$ cat src/rtl/pe_row_skew_feeder_if.sv
// pe_row_skew_feeder_if: command, activation-input and skewed-output bundle
// for the PE-row skew feeder. The feeder takes the slave modport; the
// upstream/testbench side takes the master modport.
interface pe_row_skew_feeder_if #(
    parameter int INPUT_W = 8,
    parameter int DIM     = 4,
    parameter int LEN_W   = 8
);
    logic                     cfg_valid;
    logic                     cfg_ready;
    logic                     cfg_dataflow;
    logic [4:0]               cfg_shift;
    logic [LEN_W-1:0]         cfg_tile_len;
    logic [LEN_W-1:0]         cfg_num_tiles;
    logic                     in_valid;
    logic                     in_ready;
    logic [DIM*INPUT_W-1:0]   in_data;
    logic [DIM*INPUT_W-1:0]   out_a;
    logic [DIM-1:0]           out_valid;
    logic [DIM-1:0]           out_propagate;
    logic [DIM-1:0]           out_last;
    logic [DIM*3-1:0]         out_id;
    logic [DIM*5-1:0]         out_shift;
    logic [DIM-1:0]           out_dataflow;
    logic                     busy;
    logic                     done;

    modport master (
        output cfg_valid, cfg_dataflow, cfg_shift, cfg_tile_len, cfg_num_tiles,
        output in_valid, in_data,
        input  cfg_ready, in_ready,
        input  out_a, out_valid, out_propagate, out_last, out_id, out_shift,
        input  out_dataflow, busy, done
    );

    modport slave (
        input  cfg_valid, cfg_dataflow, cfg_shift, cfg_tile_len, cfg_num_tiles,
        input  in_valid, in_data,
        output cfg_ready, in_ready,
        output out_a, out_valid, out_propagate, out_last, out_id, out_shift,
        output out_dataflow, busy, done
    );
endinterface

$ cat src/rtl/pe_row_skew_feeder.sv
// pe_row_skew_feeder: upstream stage of a PE mesh row. Accepts one DIM-lane
// activation vector per beat and emits a diagonal stream (lane i delayed by
// i cycles relative to lane 0), with valid/propagate/last/id/shift/dataflow
// travelling alongside each lane's data. Sequences the tiles of one command
// (propagate toggles and id increments per tile), then drains the skew.
//
// Build option: define FEEDER_ZERO_BUBBLE_EN to force out_a to 0 in bubble
// slots. Without it the data registers only load on valid beats (they hold
// during bubbles to save toggle power); control fields always advance.
module pe_row_skew_feeder #(
    parameter int INPUT_W = 8,
    parameter int DIM     = 4,
    parameter int LEN_W   = 8
) (
    input logic                 clock,
    input logic                 reset_n,
    pe_row_skew_feeder_if.slave bus
);
    // Control word layout: {valid, propagate, last, id[2:0], shift[4:0], dataflow}
    localparam int CTL_W  = 12;
    localparam int DCNT_W = $clog2(DIM);

    typedef enum logic [1:0] {IDLE, STREAM, DRAIN} state_e;

    state_e              state_q, state_d;
    logic                df_q, df_d;
    logic [4:0]          shift_q, shift_d;
    logic [LEN_W-1:0]    tile_len_q, tile_len_d;
    logic [LEN_W-1:0]    num_tiles_q, num_tiles_d;
    logic [LEN_W-1:0]    beat_cnt_q, beat_cnt_d;
    logic [LEN_W-1:0]    tile_cnt_q, tile_cnt_d;
    logic                prop_q, prop_d;
    logic [2:0]          id_q, id_d;
    logic [DCNT_W-1:0]   drain_cnt_q, drain_cnt_d;

    logic                accept;
    logic                last_beat;
    logic                last_tile;
    logic [CTL_W-1:0]    ctl_in;

    // Stored lengths are already clamped to >= 1, so "len - 1" never wraps.
    assign last_beat = (beat_cnt_q == tile_len_q - LEN_W'(1));
    assign last_tile = (tile_cnt_q == num_tiles_q - LEN_W'(1));

    // Next-state logic: command latch, beat/tile sequencing and skew drain.
    always_comb begin
        state_d     = state_q;
        df_d        = df_q;
        shift_d     = shift_q;
        tile_len_d  = tile_len_q;
        num_tiles_d = num_tiles_q;
        beat_cnt_d  = beat_cnt_q;
        tile_cnt_d  = tile_cnt_q;
        prop_d      = prop_q;
        id_d        = id_q;
        drain_cnt_d = drain_cnt_q;
        accept      = 1'b0;
        unique case (state_q)
            IDLE: begin
                if (bus.cfg_valid) begin
                    df_d        = bus.cfg_dataflow;
                    shift_d     = bus.cfg_shift;
                    tile_len_d  = (bus.cfg_tile_len == '0) ? LEN_W'(1) : bus.cfg_tile_len;
                    num_tiles_d = (bus.cfg_num_tiles == '0) ? LEN_W'(1) : bus.cfg_num_tiles;
                    beat_cnt_d  = '0;
                    tile_cnt_d  = '0;
                    state_d     = STREAM;
                end
            end
            STREAM: begin
                if (bus.in_valid) begin
                    accept = 1'b1;
                    if (last_beat) begin
                        beat_cnt_d = '0;
                        prop_d     = ~prop_q;
                        id_d       = id_q + 3'd1;
                        tile_cnt_d = tile_cnt_q + LEN_W'(1);
                        if (last_tile) begin
                            state_d     = DRAIN;
                            drain_cnt_d = DCNT_W'(DIM - 1);
                        end
                    end else begin
                        beat_cnt_d = beat_cnt_q + LEN_W'(1);
                    end
                end
            end
            DRAIN: begin
                if (drain_cnt_q == '0) begin
                    state_d = IDLE;
                end else begin
                    drain_cnt_d = drain_cnt_q - DCNT_W'(1);
                end
            end
            default: state_d = IDLE;
        endcase
    end

    // Beat entering lane stage 0; bubbles carry valid=0 and last=0.
    assign ctl_in = {accept, prop_q, accept & last_beat, id_q, shift_q, df_q};

    assign bus.cfg_ready = (state_q == IDLE);
    assign bus.in_ready  = (state_q == STREAM);
    assign bus.busy      = (state_q != IDLE);
    // Drain count reaches 0 exactly when the last lane shows the final beat.
    assign bus.done      = (state_q == DRAIN) && (drain_cnt_q == '0);

    // FSM, latched command and tile-sequencing state.
    always_ff @(posedge clock or negedge reset_n) begin
        if (!reset_n) begin
            state_q     <= IDLE;
            df_q        <= 1'b0;
            shift_q     <= '0;
            tile_len_q  <= '0;
            num_tiles_q <= '0;
            beat_cnt_q  <= '0;
            tile_cnt_q  <= '0;
            prop_q      <= 1'b0;
            id_q        <= '0;
            drain_cnt_q <= '0;
        end else begin
            state_q     <= state_d;
            df_q        <= df_d;
            shift_q     <= shift_d;
            tile_len_q  <= tile_len_d;
            num_tiles_q <= num_tiles_d;
            beat_cnt_q  <= beat_cnt_d;
            tile_cnt_q  <= tile_cnt_d;
            prop_q      <= prop_d;
            id_q        <= id_d;
            drain_cnt_q <= drain_cnt_d;
        end
    end

    for (genvar i = 0; i < DIM; i++) begin : g_lane
        // Lane i uses i+1 stages so it lags lane 0 by i cycles.
        logic [INPUT_W-1:0] a_q [0:i];
        logic [CTL_W-1:0]   c_q [0:i];

        // Skew chain for lane i: control always shifts, data per build option.
        always_ff @(posedge clock or negedge reset_n) begin
            if (!reset_n) begin
                for (int s = 0; s <= i; s++) begin
                    a_q[s] <= '0;
                    c_q[s] <= '0;
                end
            end else begin
                c_q[0] <= ctl_in;
`ifdef FEEDER_ZERO_BUBBLE_EN
                a_q[0] <= accept ? bus.in_data[i*INPUT_W +: INPUT_W] : '0;
`else
                if (accept) begin
                    a_q[0] <= bus.in_data[i*INPUT_W +: INPUT_W];
                end
`endif
                for (int s = 1; s <= i; s++) begin
                    c_q[s] <= c_q[s-1];
`ifdef FEEDER_ZERO_BUBBLE_EN
                    a_q[s] <= a_q[s-1];
`else
                    if (c_q[s-1][CTL_W-1]) begin
                        a_q[s] <= a_q[s-1];
                    end
`endif
                end
            end
        end

        assign bus.out_a[i*INPUT_W +: INPUT_W] = a_q[i];
        assign bus.out_valid[i]                = c_q[i][11];
        assign bus.out_propagate[i]            = c_q[i][10];
        assign bus.out_last[i]                 = c_q[i][9];
        assign bus.out_id[i*3 +: 3]            = c_q[i][8:6];
        assign bus.out_shift[i*5 +: 5]         = c_q[i][5:1];
        assign bus.out_dataflow[i]             = c_q[i][0];
    end
endmodule

$ cat src/flat_wrapper.sv
// flat-port wrapper written by rule: the top's interface ports become plain ports
module pe_row_skew_feeder_flat 
#(
    parameter int INPUT_W = 8,
    parameter int DIM     = 4,
    parameter int LEN_W   = 8
)
  (clock, reset_n, bus_cfg_valid, bus_cfg_dataflow, bus_cfg_shift, bus_cfg_tile_len, bus_cfg_num_tiles, bus_in_valid, bus_in_data, bus_cfg_ready, bus_in_ready, bus_out_a, bus_out_valid, bus_out_propagate, bus_out_last, bus_out_id, bus_out_shift, bus_out_dataflow, bus_busy, bus_done);
  pe_row_skew_feeder_if #(.INPUT_W(INPUT_W), .DIM(DIM), .LEN_W(LEN_W)) bus_i ();
  input logic clock;
  input logic reset_n;
  input wire logic [$bits(bus_i.cfg_valid)-1:0] bus_cfg_valid;
  input wire logic [$bits(bus_i.cfg_dataflow)-1:0] bus_cfg_dataflow;
  input wire logic [$bits(bus_i.cfg_shift)-1:0] bus_cfg_shift;
  input wire logic [$bits(bus_i.cfg_tile_len)-1:0] bus_cfg_tile_len;
  input wire logic [$bits(bus_i.cfg_num_tiles)-1:0] bus_cfg_num_tiles;
  input wire logic [$bits(bus_i.in_valid)-1:0] bus_in_valid;
  input wire logic [$bits(bus_i.in_data)-1:0] bus_in_data;
  output wire logic [$bits(bus_i.cfg_ready)-1:0] bus_cfg_ready;
  output wire logic [$bits(bus_i.in_ready)-1:0] bus_in_ready;
  output wire logic [$bits(bus_i.out_a)-1:0] bus_out_a;
  output wire logic [$bits(bus_i.out_valid)-1:0] bus_out_valid;
  output wire logic [$bits(bus_i.out_propagate)-1:0] bus_out_propagate;
  output wire logic [$bits(bus_i.out_last)-1:0] bus_out_last;
  output wire logic [$bits(bus_i.out_id)-1:0] bus_out_id;
  output wire logic [$bits(bus_i.out_shift)-1:0] bus_out_shift;
  output wire logic [$bits(bus_i.out_dataflow)-1:0] bus_out_dataflow;
  output wire logic [$bits(bus_i.busy)-1:0] bus_busy;
  output wire logic [$bits(bus_i.done)-1:0] bus_done;
  assign bus_i.cfg_valid = bus_cfg_valid;
  assign bus_i.cfg_dataflow = bus_cfg_dataflow;
  assign bus_i.cfg_shift = bus_cfg_shift;
  assign bus_i.cfg_tile_len = bus_cfg_tile_len;
  assign bus_i.cfg_num_tiles = bus_cfg_num_tiles;
  assign bus_i.in_valid = bus_in_valid;
  assign bus_i.in_data = bus_in_data;
  assign bus_cfg_ready = bus_i.cfg_ready;
  assign bus_in_ready = bus_i.in_ready;
  assign bus_out_a = bus_i.out_a;
  assign bus_out_valid = bus_i.out_valid;
  assign bus_out_propagate = bus_i.out_propagate;
  assign bus_out_last = bus_i.out_last;
  assign bus_out_id = bus_i.out_id;
  assign bus_out_shift = bus_i.out_shift;
  assign bus_out_dataflow = bus_i.out_dataflow;
  assign bus_busy = bus_i.busy;
  assign bus_done = bus_i.done;
  pe_row_skew_feeder #(.INPUT_W(INPUT_W), .DIM(DIM), .LEN_W(LEN_W)) u_core (.clock(clock), .reset_n(reset_n), .bus(bus_i));
endmodule
$ cat config.mk
export PLATFORM = sky130hd
export DESIGN_NAME = pe_row_skew_feeder_flat
export DESIGN_NICKNAME = d
export VERILOG_FILES = /design/src/rtl/pe_row_skew_feeder_if.sv /design/src/rtl/pe_row_skew_feeder.sv /design/src/flat_wrapper.sv
export SDC_FILE = /design/constraint.sdc
export NUM_CORES = 1
export LEC_CHECK = 0
export ABC_CLOCK_PERIOD_IN_PS = 3400
export CORE_ASPECT_RATIO = 0.5
export CORE_UTILIZATION = 30
export DETAILED_ROUTE_END_ITERATION = 8
export PLACE_DENSITY = 0.55
export SYNTH_ARGS = -nofsm -noshare
export SYNTH_HDL_FRONTEND = slang
export SYNTH_SLANG_ARGS = --single-unit
$ cat constraint.sdc
create_clock -name clock -period 3.4 [get_ports clock]
set_clock_uncertainty 0.2 [all_clocks]
set_input_delay 0.68 -clock clock [delete_from_list [all_inputs] [get_ports clock]]
set_output_delay 0.68 -clock clock [all_outputs]
set_load 0.01 [all_outputs]
==> After elaboration in Yosys (flattened, before gate mapping) <==
Index checks and enable logic that the tools add are counted.
{ "op_classes": {"add_sub_neg": 6, "multipliers": 0, "n_div": 0, "magnitude_cmp": 0, "n_eq_ne": 10, "shift": 0, "mux": 22, "n_bitwise": 2, "reduce_logical": 14} }
{ "ops": {"columns": ["op", "n"], "rows": [
  ["$mux 8", 7],
  ["$pmux 8 s2", 2],
  ["$mux 2", 9],
  ["$add 8x1->8 const B", 2],
  ["$eq 8x8->1", 2],
  ["$logic_not 8->1", 2],
  ["$sub 8x1->8 const B", 2],
  ["$reduce_and 5->1", 2],
  ["$ne 2x1->1 const B", 3],
  ["$ne 2x2->1 const B", 3],
  ["$pmux 2 s3", 1],
  ["$reduce_and 3->1", 2],
  ["$reduce_bool 2->1", 3],
  ["$logic_not 2->1", 2],
  ["$pmux 2 s2", 1],
  ["$reduce_and 4->1", 1],
  ["$add 3x1->3 const B", 1],
  ["$eq 2x1->1 const B", 1],
  ["$eq 2x2->1 const B", 1],
  ["$mux 1", 2],
  ["$reduce_and 2->1", 1],
  ["$sub 2x1->2 const B", 1],
  ["$and 1x1->1", 1],
  ["$logic_and 1x1->1", 1],
  ["$not 1->1", 1]
]} }
{ "totals": {"regBits": 174, "latch_bits": 0, "ramBits": 0, "mem_bits_ro": 0, "out_inout_bits": 84, "mem_count": 0} }

==> Depth between registers and ports, before layout <==
{ "depth": {"depth_word": 6, "mapped_depth": 8, "depth_no_buf": 8} }

==> Worst setup path before layout <==
OpenSTA, ideal clock, no wires.
{ "synth_timing": {"kind": "register to register", "from": "reg u_core.tile_len_q[0]", "to": "reg u_core.tile_cnt_q[0]", "setup_time_ps": 125, "arrival_ps": 2380, "required_ps": 3075, "path_slack_ps": 695, "stages_incl_launch_ff": 8, "n_path_buf": 0, "period_less_slack_ps": 2705, "cell_sequence": "dfrtp_1 inv_1 ha_1 or3_1 a31o_1 nor4_2 a21o_2 mux2_2"} }
{ "synth_between": {"elab_chain_len": 4} }
{ "synth_rtl": {"columns": ["item", "line", "rtl"], "rows": [
  ["start: declaration", "pe_row_skew_feeder.sv:28", "logic [LEN_W-1:0] tile_len_q, tile_len_d;"],
  ["start signal: assignment", "pe_row_skew_feeder.sv:124", "tile_len_q <= tile_len_d;"],
  ["$sub 8x1->8", "pe_row_skew_feeder.sv:42", "assign last_beat = (beat_cnt_q == tile_len_q - LEN_W'(1));"],
  ["$eq 8x8->1", "pe_row_skew_feeder.sv:42", null],
  ["$ne 2x1->1 (no line)", null, null],
  ["$reduce_and 4->1 (no line)", null, null],
  ["end signal: assignment", "pe_row_skew_feeder.sv:127", "tile_cnt_q <= tile_cnt_d;"],
  ["end: declaration", "pe_row_skew_feeder.sv:31", "logic [LEN_W-1:0] tile_cnt_q, tile_cnt_d;"]
]} }
Every way passes these cells.
A chain may end at the register's enable or synchronous reset.

==> Worst setup path in the final report <==
{ "layout_timing": {"from": "reg u_core.state_q[0]", "to": "out bus_in_ready"} }
{ "layout_between": {"elab_chain_len": 1} }
{ "layout_rtl": {"columns": ["item", "line", "rtl"], "rows": [
  ["start: declaration", "pe_row_skew_feeder.sv:25", "state_e state_q, state_d;"],
  ["start signal: assignment", "pe_row_skew_feeder.sv:121", "state_q <= state_d;"],
  ["$eq 2x1->1", "pe_row_skew_feeder.sv:102", "assign bus.in_ready = (state_q == STREAM);"],
  ["end: declaration", "flat_wrapper.sv:20", "output wire logic [$bits(bus_i.in_ready)-1:0] bus_in_ready;"]
]} }
Every way passes these cells.

==> results.md <==
* CTS Buffer Depth at 2
* Ys async rst share at 1.00
* CP arrival at 2.01 ns
* Sink Count at around 170
* Max-cap violations at 0
* Worst R2R Start: u_core.tile_len_q[0]
* HPWL after DPL at between 9000 and 10000 um
* Share of layout cells above drive strength 1 at 0.206
* Main combinational cell family by area after synthesis: multiplexers
* Outcome: finished, final reports clean
* Placed insts at ~930
* DR iter-0 viols at approximately 180
* Worst min path class: primary input to asynchronous set/reset pin
* Post-CTS Resized at 0
* Register area share after synthesis at 0.635
* Global route overflow at 0
* Antenna viol nets, final at 0
* Placed Area at 8500 sq um
* Area grow syn2layout at 32.4%
* Commonest non-fill, non-tap cell in the layout: dfrtp_1
* Final WS setup at between 0.5 and 0.6 ns
* Mapped Cells at between 500 and 600
* Worst VDD drop at about 310 uV
* Syn Area/Cell at ~13 sq um
* Gpl congestion at approximately 0.77
* Yosys reg bits at roughly 170
* Yosys cell types at 50
* Initial antenna violation count at 0
* Crit path capture type: primary output
* Port Buffer Count at 141
* DIE AREA at between 20000 and 25000 sq um
* Post-CTS Setup Inserts at 0
* Compound-Gate Fraction of Synth Area at 0.0352
* Filler cell count at about 2.1k
* Pwr per Cell Area at between 900 and 1000 nW/um^2
* Worst reg-to-reg setup slack at 0.54 ns
* Final Hold Viols at 0
* Core region area at approximately 22000 sq um
* Detailed Route WL at about 14000 um
* Most frequent cells in the layout: dfrtp_1 (174), clkdlybuf4s50_1 (140), mux2_2 (82)
* Final period utilization at 0.850
* Worst-path fanout max at 8
* Routed via count at between 4k and 5k
* YS warnings at 0
* Fmax at 346 MHz
* Starting Density at 0.311
* Post-synth EDFFs at 0
* Boundary Pins at between 100 and 150
* CTS H-tree lvls at 4
* Post-synthesis mux area share at 0.138
* Largest net degree at the start of global routing at 77
* Clock Latency Late Sink at around 0.42 ns
* Number of diodes at 0
* Minimum clock period after layout at between 2 and 3 ns
* Critical R2R Capture: u_core.tile_cnt_q[7]
* Slowest stage delay, CP at ~0.59 ns
* Synth Cell Area at 6860 sq um
* Setup WS pre-CTS at 0.556 ns
* PnR Total Power at about 8400 uW
* Multi-input combinational cell area at ~2200 sq um
* # DRC at 0
* Root Driver: clkbuf_16
* Least-Margin Pin Slew at 0.703 ns
* Vias per cell at ~4.4
* Number of nets in the layout at between 700 and 800
* Horiz. Die Dim at 216 um
* Post-DR wirelength/cell at 14.7 um
* Crit path max-delay cell type: clkdlybuf4s50_1
* Post-synthesis xor/xnor area fraction at 0.0383
* Synth Flop Type: dfrtp_1
* Slew headroom at 0.531
* Vias in the first global route at around 4.3k
* Register area at roughly 4400 sq um
* Pins over their slew limit at 0
* DR pass1 iterations at 4
* CP Class: register to primary output
* Synth Area in Adders at 0.0109
* Post-Synth Simple-Gate Area at 0.0994
* Hold Buf Count CTS at 0
* Fin Setup TNS at 0 ns
* CTS tree: built
* First-pass GRT wire length at between 20000 and 25000 um
* CTS Buf Count at 17
* All-Layer GR Usage at 0.127
* CP Launch Type: register
* Reg2Reg Depth at 8
* Fin area at slightly above 9000 sq um
* Required @ worst endpoint at ~2.5 ns
* # rows at 38
* Worst-path cell chain: or2b_2 > clkinv_1 > clkdlybuf4s50_1
* Die Ht at 109 um
* Final setup viols at 0
* Final Non-Filler Cells at about 970
* Static leakage at slightly below 0.004 uW
* Clock slew at reported path FFs at about 0.070 ns
* Net Count, Synth at between 500 and 600
* Unrepaired setup endpoints after global routing: no
-- cell usage after synthesis (2+ instances only) --
| library cell | count | area share |
|---|---|---|
| a21oi_1 | 6 | 0.0044 |
| nor3b_1 | 3 | 0.0033 |
| buf_1 | 5 | 0.0027 |
| inv_1 | 10 | 0.0055 |
| mux2i_1 | 2 | 0.0029 |
| clkbuf_1 | 9 | 0.0049 |
| or3_1 | 2 | 0.0018 |
| a31oi_1 | 3 | 0.0027 |
| xnor2_1 | 19 | 0.024 |
| nor4_1 | 4 | 0.0036 |
| and3b_1 | 2 | 0.0026 |
| or4_1 | 4 | 0.0044 |
| o21ai_0 | 13 | 0.0095 |
| nor3_1 | 4 | 0.0029 |
| ha_1 | 6 | 0.011 |
| dfrtp_1 | 174 | 0.63 |
| nand2b_1 | 4 | 0.0036 |
| nand4_1 | 5 | 0.0046 |
| nand3_1 | 5 | 0.0036 |
| and3_2 | 2 | 0.0022 |
| xor2_1 | 11 | 0.014 |
| o31ai_1 | 2 | 0.0022 |
| mux2_2 | 82 | 0.13 |
| nor2b_1 | 2 | 0.0018 |
| or2_2 | 2 | 0.0018 |
| and2_1 | 2 | 0.0018 |
| nor2_1 | 17 | 0.0093 |
| nand2_1 | 76 | 0.042 |
| buf_4 | 24 | 0.026 |
-- where the power goes --
group	leakage (uW)	switching [uW]	internal (uW)
combinational	0.00151	1250	1730
sequential	0.00215	543	2960
clock	0.000282	878	1010
total	0.00394	2670	5700
-- worst max-delay path: cells and delay by family, from the launching register on --
| kind | cells | cell delay [ns] |
|---|---|---|
| buffers and inverters | 2 | 0.80 |
| flip-flops | 1 | 0.44 |
| AND/OR/NAND/NOR | 1 | 0.36 |
-- cell type report --
type                    count  area share
clock buffers              20      0.0503
flip-flops and latches    174       0.480
repair buffers            152       0.167
clock inverters            12      0.0134
multi-input cells         296       0.243
inverters                  11     0.00455
well taps                 300      0.0414
-- metal layers --
metal  track usage  vias to the layer above  part of all wire  routed length [um]
met5             0                        -                 0                   0
met4        0.0334                        0            0.0055                  78
met3        0.0318                        5             0.020                 282
met2         0.223                       38              0.51                7290
met1         0.158                     2140              0.46                6540
li1              -                     2019                 -                   -
-- worst max path at each step --
stage,from,to,slack [ns]
finish,u_core.state_q[0],bus_in_ready,0.51
global route,u_core.tile_len_q[0],u_core.tile_cnt_q[7],0.37
CTS,u_core.state_q[0],bus_in_ready,0.47
detailed placement,u_core.tile_len_q[0],u_core.tile_cnt_q[7],0.56
global placement,bus_in_valid,u_core.tile_cnt_q[4],0.66
floorplan,u_core.tile_len_q[0],u_core.tile_cnt_q[0],0.70
-- per-stage QoR --
step	util	hold slack [ns]
final	0.411	0.0938
after detailed placement	0.385	0.157
after floorplan	-	0.154
after global routing	0.411	0.126
after CTS	0.411	0.106
after global placement	0.385	0.158
-- logic make-up after synthesis --
family	count (synthesis)
and+or+nand+nor	140
muxes	84
adders and majority gates	6
DFF	174
buffers and inverters	51
AOI/OAI and AO/OA	36
xor gates and xnor gates	30
-- sequential cells by signal, summed over array words and instances, names as in the netlist, 3 cells and up --
register              flops
u_core.tile_len_q         8
u_core.shift_q            5
u_core.bus.out_id         6
u_core.g_lane.a_q        56
u_core.bus.out_a         24
u_core.bus.out_shift     10
u_core.g_lane.c_q        24
u_core.beat_cnt_q         8
u_core.num_tiles_q        8
u_core.tile_cnt_q         8
u_core.id_q               3
Power figures use the tool's default switching activity.
